==> src/rtl/quad_step_decoder_if.sv <==
`default_nettype none
// ============================================================================
// Module   : quad_step_decoder_if
// Brief    : Encoder-side inputs and step/direction/error outputs of the
//            quadrature decoder. QUAD_ERR_CNT_EN adds the err_count field.
// Revision : 1.0 - initial release
// ============================================================================
interface quad_step_decoder_if;
    logic       phase_a;
    logic       phase_b;
    logic       enable;
    logic       err_clr;
    logic       step;
    logic       ud;
    logic       err;
    logic       err_sticky;
`ifdef QUAD_ERR_CNT_EN
    logic [7:0] err_count;

    modport master (
        output phase_a, phase_b, enable, err_clr,
        input  step, ud, err, err_sticky, err_count
    );
    modport slave (
        input  phase_a, phase_b, enable, err_clr,
        output step, ud, err, err_sticky, err_count
    );
`else
    modport master (
        output phase_a, phase_b, enable, err_clr,
        input  step, ud, err, err_sticky
    );
    modport slave (
        input  phase_a, phase_b, enable, err_clr,
        output step, ud, err, err_sticky
    );
`endif
endinterface
`default_nettype wire

==> src/rtl/quad_step_decoder.sv <==
`default_nettype none
// ============================================================================
// Module   : quad_step_decoder
// Brief    : Synchronises, glitch-filters and decodes quadrature phases into
//            step/ud strobes; flags double-bit jumps. Optional QUAD_ERR_CNT_EN
//            adds a saturating error counter.
// Revision : 1.0 - initial release
// ============================================================================
module quad_step_decoder #(
    parameter int FILTER_LEN      = 2,
    parameter int STEPS_PER_PULSE = 4
) (
    input  logic                  clock,
    input  logic                  reset,
    quad_step_decoder_if.slave    bus
);
    localparam int c_cnt_w = $clog2(FILTER_LEN + 1);
    localparam int c_acc_w = $clog2(STEPS_PER_PULSE) + 2;
    localparam logic [c_cnt_w-1:0]        c_filter_len  = c_cnt_w'(FILTER_LEN);
    localparam logic [c_cnt_w-1:0]        c_cnt_one     = c_cnt_w'(1);
    localparam logic signed [c_acc_w-1:0] c_acc_one     = c_acc_w'(1);
    localparam logic signed [c_acc_w-1:0] c_acc_max     = c_acc_w'(STEPS_PER_PULSE);
    localparam logic signed [c_acc_w-1:0] c_acc_min     = -c_acc_max;
    localparam logic [1:0]                c_settle_last = 2'd2;

    typedef enum logic [0:0] {
        SETTLE = 1'b0,
        TRACK  = 1'b1
    } state_t;

    state_t                    state_q, state_d;
    logic [1:0]                settle_cnt_q, settle_cnt_d;
    logic [1:0]                prev_q, prev_d;
    logic signed [c_acc_w-1:0] acc_q, acc_d, acc_next;
    logic                      step_q, step_d;
    logic                      ud_q, ud_d;
    logic                      err_q, err_d;
    logic                      err_sticky_q, err_sticky_d;
    logic                      fwd, rev;

    logic [1:0] phase_raw;
    logic [1:0] s2_w;
    logic [1:0] filt_w;

    assign phase_raw = {bus.phase_b, bus.phase_a};

    // Index 0 is phase A, index 1 is phase B.
    generate
        for (genvar i = 0; i < 2; i++) begin : g_phase
            logic               s1_q, s2_q;
            logic               filt_q, filt_d;
            logic [c_cnt_w-1:0] cnt_q, cnt_d;

            always_comb begin
                filt_d = filt_q;
                cnt_d  = '0;
                if (state_q == SETTLE) begin
                    filt_d = s2_q;
                end else if (s2_q != filt_q) begin
                    if (cnt_q + c_cnt_one == c_filter_len) begin
                        filt_d = s2_q;
                    end else begin
                        cnt_d = cnt_q + c_cnt_one;
                    end
                end
            end

            always_ff @(posedge clock or negedge reset) begin
                if (!reset) begin
                    s1_q   <= 1'b0;
                    s2_q   <= 1'b0;
                    filt_q <= 1'b0;
                    cnt_q  <= '0;
                end else begin
                    s1_q   <= phase_raw[i];
                    s2_q   <= s1_q;
                    filt_q <= filt_d;
                    cnt_q  <= cnt_d;
                end
            end

            assign s2_w[i]   = s2_q;
            assign filt_w[i] = filt_q;
        end
    endgenerate

    always_comb begin
        state_d      = state_q;
        settle_cnt_d = settle_cnt_q;
        prev_d       = prev_q;
        acc_d        = acc_q;
        acc_next     = acc_q;
        step_d       = 1'b0;
        ud_d         = ud_q;
        err_d        = 1'b0;
        fwd          = 1'b0;
        rev          = 1'b0;
        case (state_q)
            SETTLE: begin
                settle_cnt_d = settle_cnt_q + 2'd1;
                if (settle_cnt_q == c_settle_last) begin
                    state_d      = TRACK;
                    settle_cnt_d = '0;
                    // Same value the filters load this cycle, so no false edge on entry.
                    prev_d       = s2_w;
                end
            end
            TRACK: begin
                prev_d = filt_w;
                case ({prev_q, filt_w})
                    4'b00_01, 4'b01_11, 4'b11_10, 4'b10_00: fwd = 1'b1;
                    4'b01_00, 4'b11_01, 4'b10_11, 4'b00_10: rev = 1'b1;
                    default: ;
                endcase
                err_d = ((prev_q ^ filt_w) == 2'b11);
                if (bus.enable && (fwd || rev)) begin
                    acc_next = fwd ? acc_q + c_acc_one : acc_q - c_acc_one;
                    if (acc_next == c_acc_max) begin
                        step_d = 1'b1;
                        ud_d   = 1'b0;
                        acc_d  = '0;
                    end else if (acc_next == c_acc_min) begin
                        step_d = 1'b1;
                        ud_d   = 1'b1;
                        acc_d  = '0;
                    end else begin
                        acc_d  = acc_next;
                    end
                end
            end
            default: state_d = SETTLE;
        endcase
        err_sticky_d = err_d | (err_sticky_q & ~bus.err_clr);
    end

    always_ff @(posedge clock or negedge reset) begin
        if (!reset) begin
            state_q      <= SETTLE;
            settle_cnt_q <= '0;
            prev_q       <= '0;
            acc_q        <= '0;
            step_q       <= 1'b0;
            ud_q         <= 1'b0;
            err_q        <= 1'b0;
            err_sticky_q <= 1'b0;
        end else begin
            state_q      <= state_d;
            settle_cnt_q <= settle_cnt_d;
            prev_q       <= prev_d;
            acc_q        <= acc_d;
            step_q       <= step_d;
            ud_q         <= ud_d;
            err_q        <= err_d;
            err_sticky_q <= err_sticky_d;
        end
    end

    assign bus.step       = step_q;
    assign bus.ud         = ud_q;
    assign bus.err        = err_q;
    assign bus.err_sticky = err_sticky_q;

`ifdef QUAD_ERR_CNT_EN
    logic [7:0] err_count_q, err_count_d;

    // A clear that coincides with a new error restarts the count at one.
    always_comb begin
        err_count_d = err_count_q;
        if (bus.err_clr) begin
            err_count_d = err_d ? 8'd1 : 8'd0;
        end else if (err_d && (err_count_q != 8'hFF)) begin
            err_count_d = err_count_q + 8'd1;
        end
    end

    always_ff @(posedge clock or negedge reset) begin
        if (!reset) begin
            err_count_q <= '0;
        end else begin
            err_count_q <= err_count_d;
        end
    end

    assign bus.err_count = err_count_q;
`endif

endmodule
`default_nettype wire

==> src/flat_wrapper.sv <==
// flat-port wrapper written by rule: the top's interface ports become plain ports
module quad_step_decoder_flat 
#(
    parameter int FILTER_LEN      = 2,
    parameter int STEPS_PER_PULSE = 4
)
  (clock, reset, bus_phase_a, bus_phase_b, bus_enable, bus_err_clr, bus_step, bus_ud, bus_err, bus_err_sticky);
  quad_step_decoder_if bus_i ();
  input  logic clock;
  input  logic reset;
  input wire logic [$bits(bus_i.phase_a)-1:0] bus_phase_a;
  input wire logic [$bits(bus_i.phase_b)-1:0] bus_phase_b;
  input wire logic [$bits(bus_i.enable)-1:0] bus_enable;
  input wire logic [$bits(bus_i.err_clr)-1:0] bus_err_clr;
  output wire logic [$bits(bus_i.step)-1:0] bus_step;
  output wire logic [$bits(bus_i.ud)-1:0] bus_ud;
  output wire logic [$bits(bus_i.err)-1:0] bus_err;
  output wire logic [$bits(bus_i.err_sticky)-1:0] bus_err_sticky;
  assign bus_i.phase_a = bus_phase_a;
  assign bus_i.phase_b = bus_phase_b;
  assign bus_i.enable = bus_enable;
  assign bus_i.err_clr = bus_err_clr;
  assign bus_step = bus_i.step;
  assign bus_ud = bus_i.ud;
  assign bus_err = bus_i.err;
  assign bus_err_sticky = bus_i.err_sticky;
  quad_step_decoder #(.FILTER_LEN(FILTER_LEN), .STEPS_PER_PULSE(STEPS_PER_PULSE)) u_core (.clock(clock), .reset(reset), .bus(bus_i));
endmodule
==> config.mk <==
export PLATFORM = sky130hd
export DESIGN_NAME = quad_step_decoder_flat
export DESIGN_NICKNAME = d
export VERILOG_FILES = /design/src/rtl/quad_step_decoder_if.sv /design/src/rtl/quad_step_decoder.sv /design/src/flat_wrapper.sv
export SDC_FILE = /design/constraint.sdc
export NUM_CORES = 1
export LEC_CHECK = 0
export CAP_MARGIN = 20
export CORE_ASPECT_RATIO = 1.1
export CORE_MARGIN = 2
export CORE_UTILIZATION = 40
export CTS_BUF_LIST = sky130_fd_sc_hd__clkbuf_4 sky130_fd_sc_hd__clkbuf_8 sky130_fd_sc_hd__clkbuf_16
export DETAILED_ROUTE_END_ITERATION = 8
export SLEW_MARGIN = 20
export SYNTH_ARGS = -nofsm -noshare
export SYNTH_HDL_FRONTEND = slang
export SYNTH_SLANG_ARGS = --single-unit
==> constraint.sdc <==
create_clock -name clock -period 3.2 [get_ports clock]
set_clock_uncertainty 0.05 [all_clocks]
set_input_delay 0.32 -clock clock [delete_from_list [all_inputs] [get_ports clock]]
set_output_delay 0.32 -clock clock [all_outputs]
set_load 0.05 [all_outputs]
==> impl_metrics.toml <==
[outcome]
status = "finished clean"

[synthesis]
synth_largest_type_area_fraction_pct = 55.0
synth-xor-area-share_pct = 8.96
synth_compound_area_share_pct = 6.93
postSynthAreaPerCell_sq_um = 11.6
syn_nets = 100
synth.area.mux_share_pct = 8.12
ys_types = 27
synth-simple-area-share_pct = 11.9
synth_top_family_by_area = "simple AND/OR/NAND/NOR gates"
syn_inst = 90
syn_area_sq_um = 1050
seq_area_frac_synth_pct = 55.0
synthAdderAreaFrac_pct = 5.50
synth_area_leaders = "dfrtp_1 (55%), mux2_2 (4.3%), xor2_1 (4.2%), mux2i_1 (3.8%), ha_1 (3.6%)"
synth_area_leader_cell = "dfrtp_1"
synth_warnings = 0
ys_ff_latch = 23

[finish]
drive_above_1_share_pct = 9.71
syn_to_final_growth_pct = 15.1
n_fill_cell = 237
mostFrequentLayoutCell = "dfrtp_1"
final_cell_mix = "dfrtp_1 (23), inv_1 (9), nand2_1 (8), clkdlybuf4s50_1 (8)"
fin_nets = 114
diodes = 0

[drt]
wl_mm = 1.60
via_count = 655
vias_per_cell = 4.89
wl_per_cell_um = 11.9
drc = 0
postRouteAntennaNets = 0
dr.pass1.iters = 2
drtIter0Drc = 3

[grt]
grtUsageMet1_pct = 15.7
gr-usage-met3_pct = 3.09
first_global_vias = 682
grt_max_degree = 24
grtUsageMet2_pct = 22.5
overflow = 0
busiest_layer = "met2"
track_usage_pct = 13.0
grt_pass1_wl_mm = 2.92
antenna_found_initial = 0

[floorplanning]
start_util_pct = 42.0
ios = 10
die_width_um = 52.8
core_sq_um = 2500
row_count = 19
die-height_um = 57.7
dieArea_sq_um = 3040

[worst_setup_path]
end_kind = "register"
cp_data_required_time_ps = 3380
crit_fanout = 5
cp-start-kind = "register"
path_class = "reg -> reg"
critical_path_arrival_ps = 2670

[timing]
setup_tns_ps = 0
period_share_pct = 77.8
tightest_slew_ps = 507
fin_crit_ps = 2490
final-hold-violation-count = 0
fmax_mhz = 402
finalSetupViolations = 0
rsz0062_at_grt = "false"
slew_headroom_pct = 66.2
drv_slew = 0

[cts]
clock-sinks = 23
cts_max_path_buffers = 2
cts-root-buf = "clkbuf_4"
cts_buffers = 3
htree_levels = 1
cts_tree = "done"
path_clk_slew_ps = 130
clock_latency_ps = 300

[placement]
io_buffers = 9
place.gp.congestion = 0.670
hpwl_mm = 1.21

[run]
drv_cap = 0

[worst_hold_path]
hold_class = "reg -> reg"
[final cells by class]
class                   count  area [sq um]  share of cell area, %
clock inverters             1          5.00                  0.415
well taps                  31          38.8                   3.22
clock buffers               3          22.5                   1.87
multi-input cells          57           434                   36.0
flip-flops and latches     23           576                   47.8
repair buffers             10          95.1                   7.89
inverters                   9          33.8                   2.80
[Yosys cell counts]
library cell,number
a211oi_1,1
a21oi_1,2
xnor2_1,3
o211ai_1,2
nand2_1,8
and3_1,2
mux2_2,4
xor2_1,5
and2_1,3
and3_2,1
ha_1,3
or4_1,1
clkbuf_1,1
nor2_1,3
nor3_1,1
nand4b_1,1
o21ai_0,5
fa_1,1
nor2b_1,2
nor4_1,1
mux2i_1,4
a21o_1,1
dfrtp_1,23
xor3_1,1
inv_1,9
o21bai_1,1
nand3_1,1
[metal layers]
layer | share of wire, % | vias up
li1 | - | 326
met1 | 46 | 322
met2 | 51 | 5
met3 | 2.2 | 2
met4 | 1.1 | 0
met5 | 0 | -
[path summary, 6_finish.rpt]
check | start | end | slack (ps) | cells after the start
max | u_core.g_phase[0].filt_q$_DFFE_PN0P_ | u_core.acc_q[3]$_DFFE_PN0P_ | 710 | 8
max in group asynchronous | reset | u_core.g_phase[0].cnt_q[0]$_DFF_PN0_ | 2310 | 2
min reg2reg | u_core.g_phase[1].s1_q$_DFF_PN0_ | u_core.g_phase[1].s2_q$_DFF_PN0_ | 310 | 0
max reg2reg | u_core.g_phase[0].filt_q$_DFFE_PN0P_ | u_core.acc_q[3]$_DFFE_PN0P_ | 710 | 8
min in group asynchronous | reset | u_core.bus.step$_DFF_PN0_ | 440 | 2
min | u_core.g_phase[1].s1_q$_DFF_PN0_ | u_core.g_phase[1].s2_q$_DFF_PN0_ | 310 | 0
[through the flow]
step	util, %	hold slack, ps	setup slack (ps)	area [sq um]	instances
CTS	48.1	316	713	1200	133
global route	48.3	332	522	1200	134
detailed placement	47.0	285	738	1170	129
floorplan	-	-25.6	926	1050	90
finish	48.3	313	712	1200	134
global placement	47.0	284	852	1170	129
[logic make-up (layout without fill, tap and decap cells)]
logic type               count (synthesis)  after routing
flip-flops                              23             23
buffers and inverters                   10             23
AND/OR/NAND/NOR                         24             24
multiplexers                             8              8
AO/OA/AOI/OAI                           12             12
XOR/XNOR                                 9              9
adder cells (fa/ha/maj)                  4              4
[worst max-delay path, cell delays in order (launching register included)]
cell,delay (ps)
dfrtp_1,480
xnor2_1,190
nor2_1,300
inv_1,110
ha_1,330
ha_1,220
and2_1,150
or4_1,410
o211ai_1,180
[registers in the layout, indices dropped and copies added (netlist names)]
signal,flops
u_core.settle_cnt_q,2
u_core.bus.err,1
u_core.bus.err_sticky,1
u_core.state_q,1
u_core.bus.ud,1
u_core.acc_q,4
u_core.bus.step,1
u_core.prev_q,2
u_core.g_phase.filt_q,2
u_core.g_phase.s2_q,2
u_core.g_phase.cnt_q,4
u_core.g_phase.s1_q,2
[what timing repair did]
action,4_1_cts,5_1_grt
resized for setup,0,0
buffers inserted,0,0
hold buffers,0,1
hold endpoints to repair,0,23
Power is left out: the tool's default activity adds up to more than one toggle a clock period on the data nets, which glitch-free logic cannot reach.
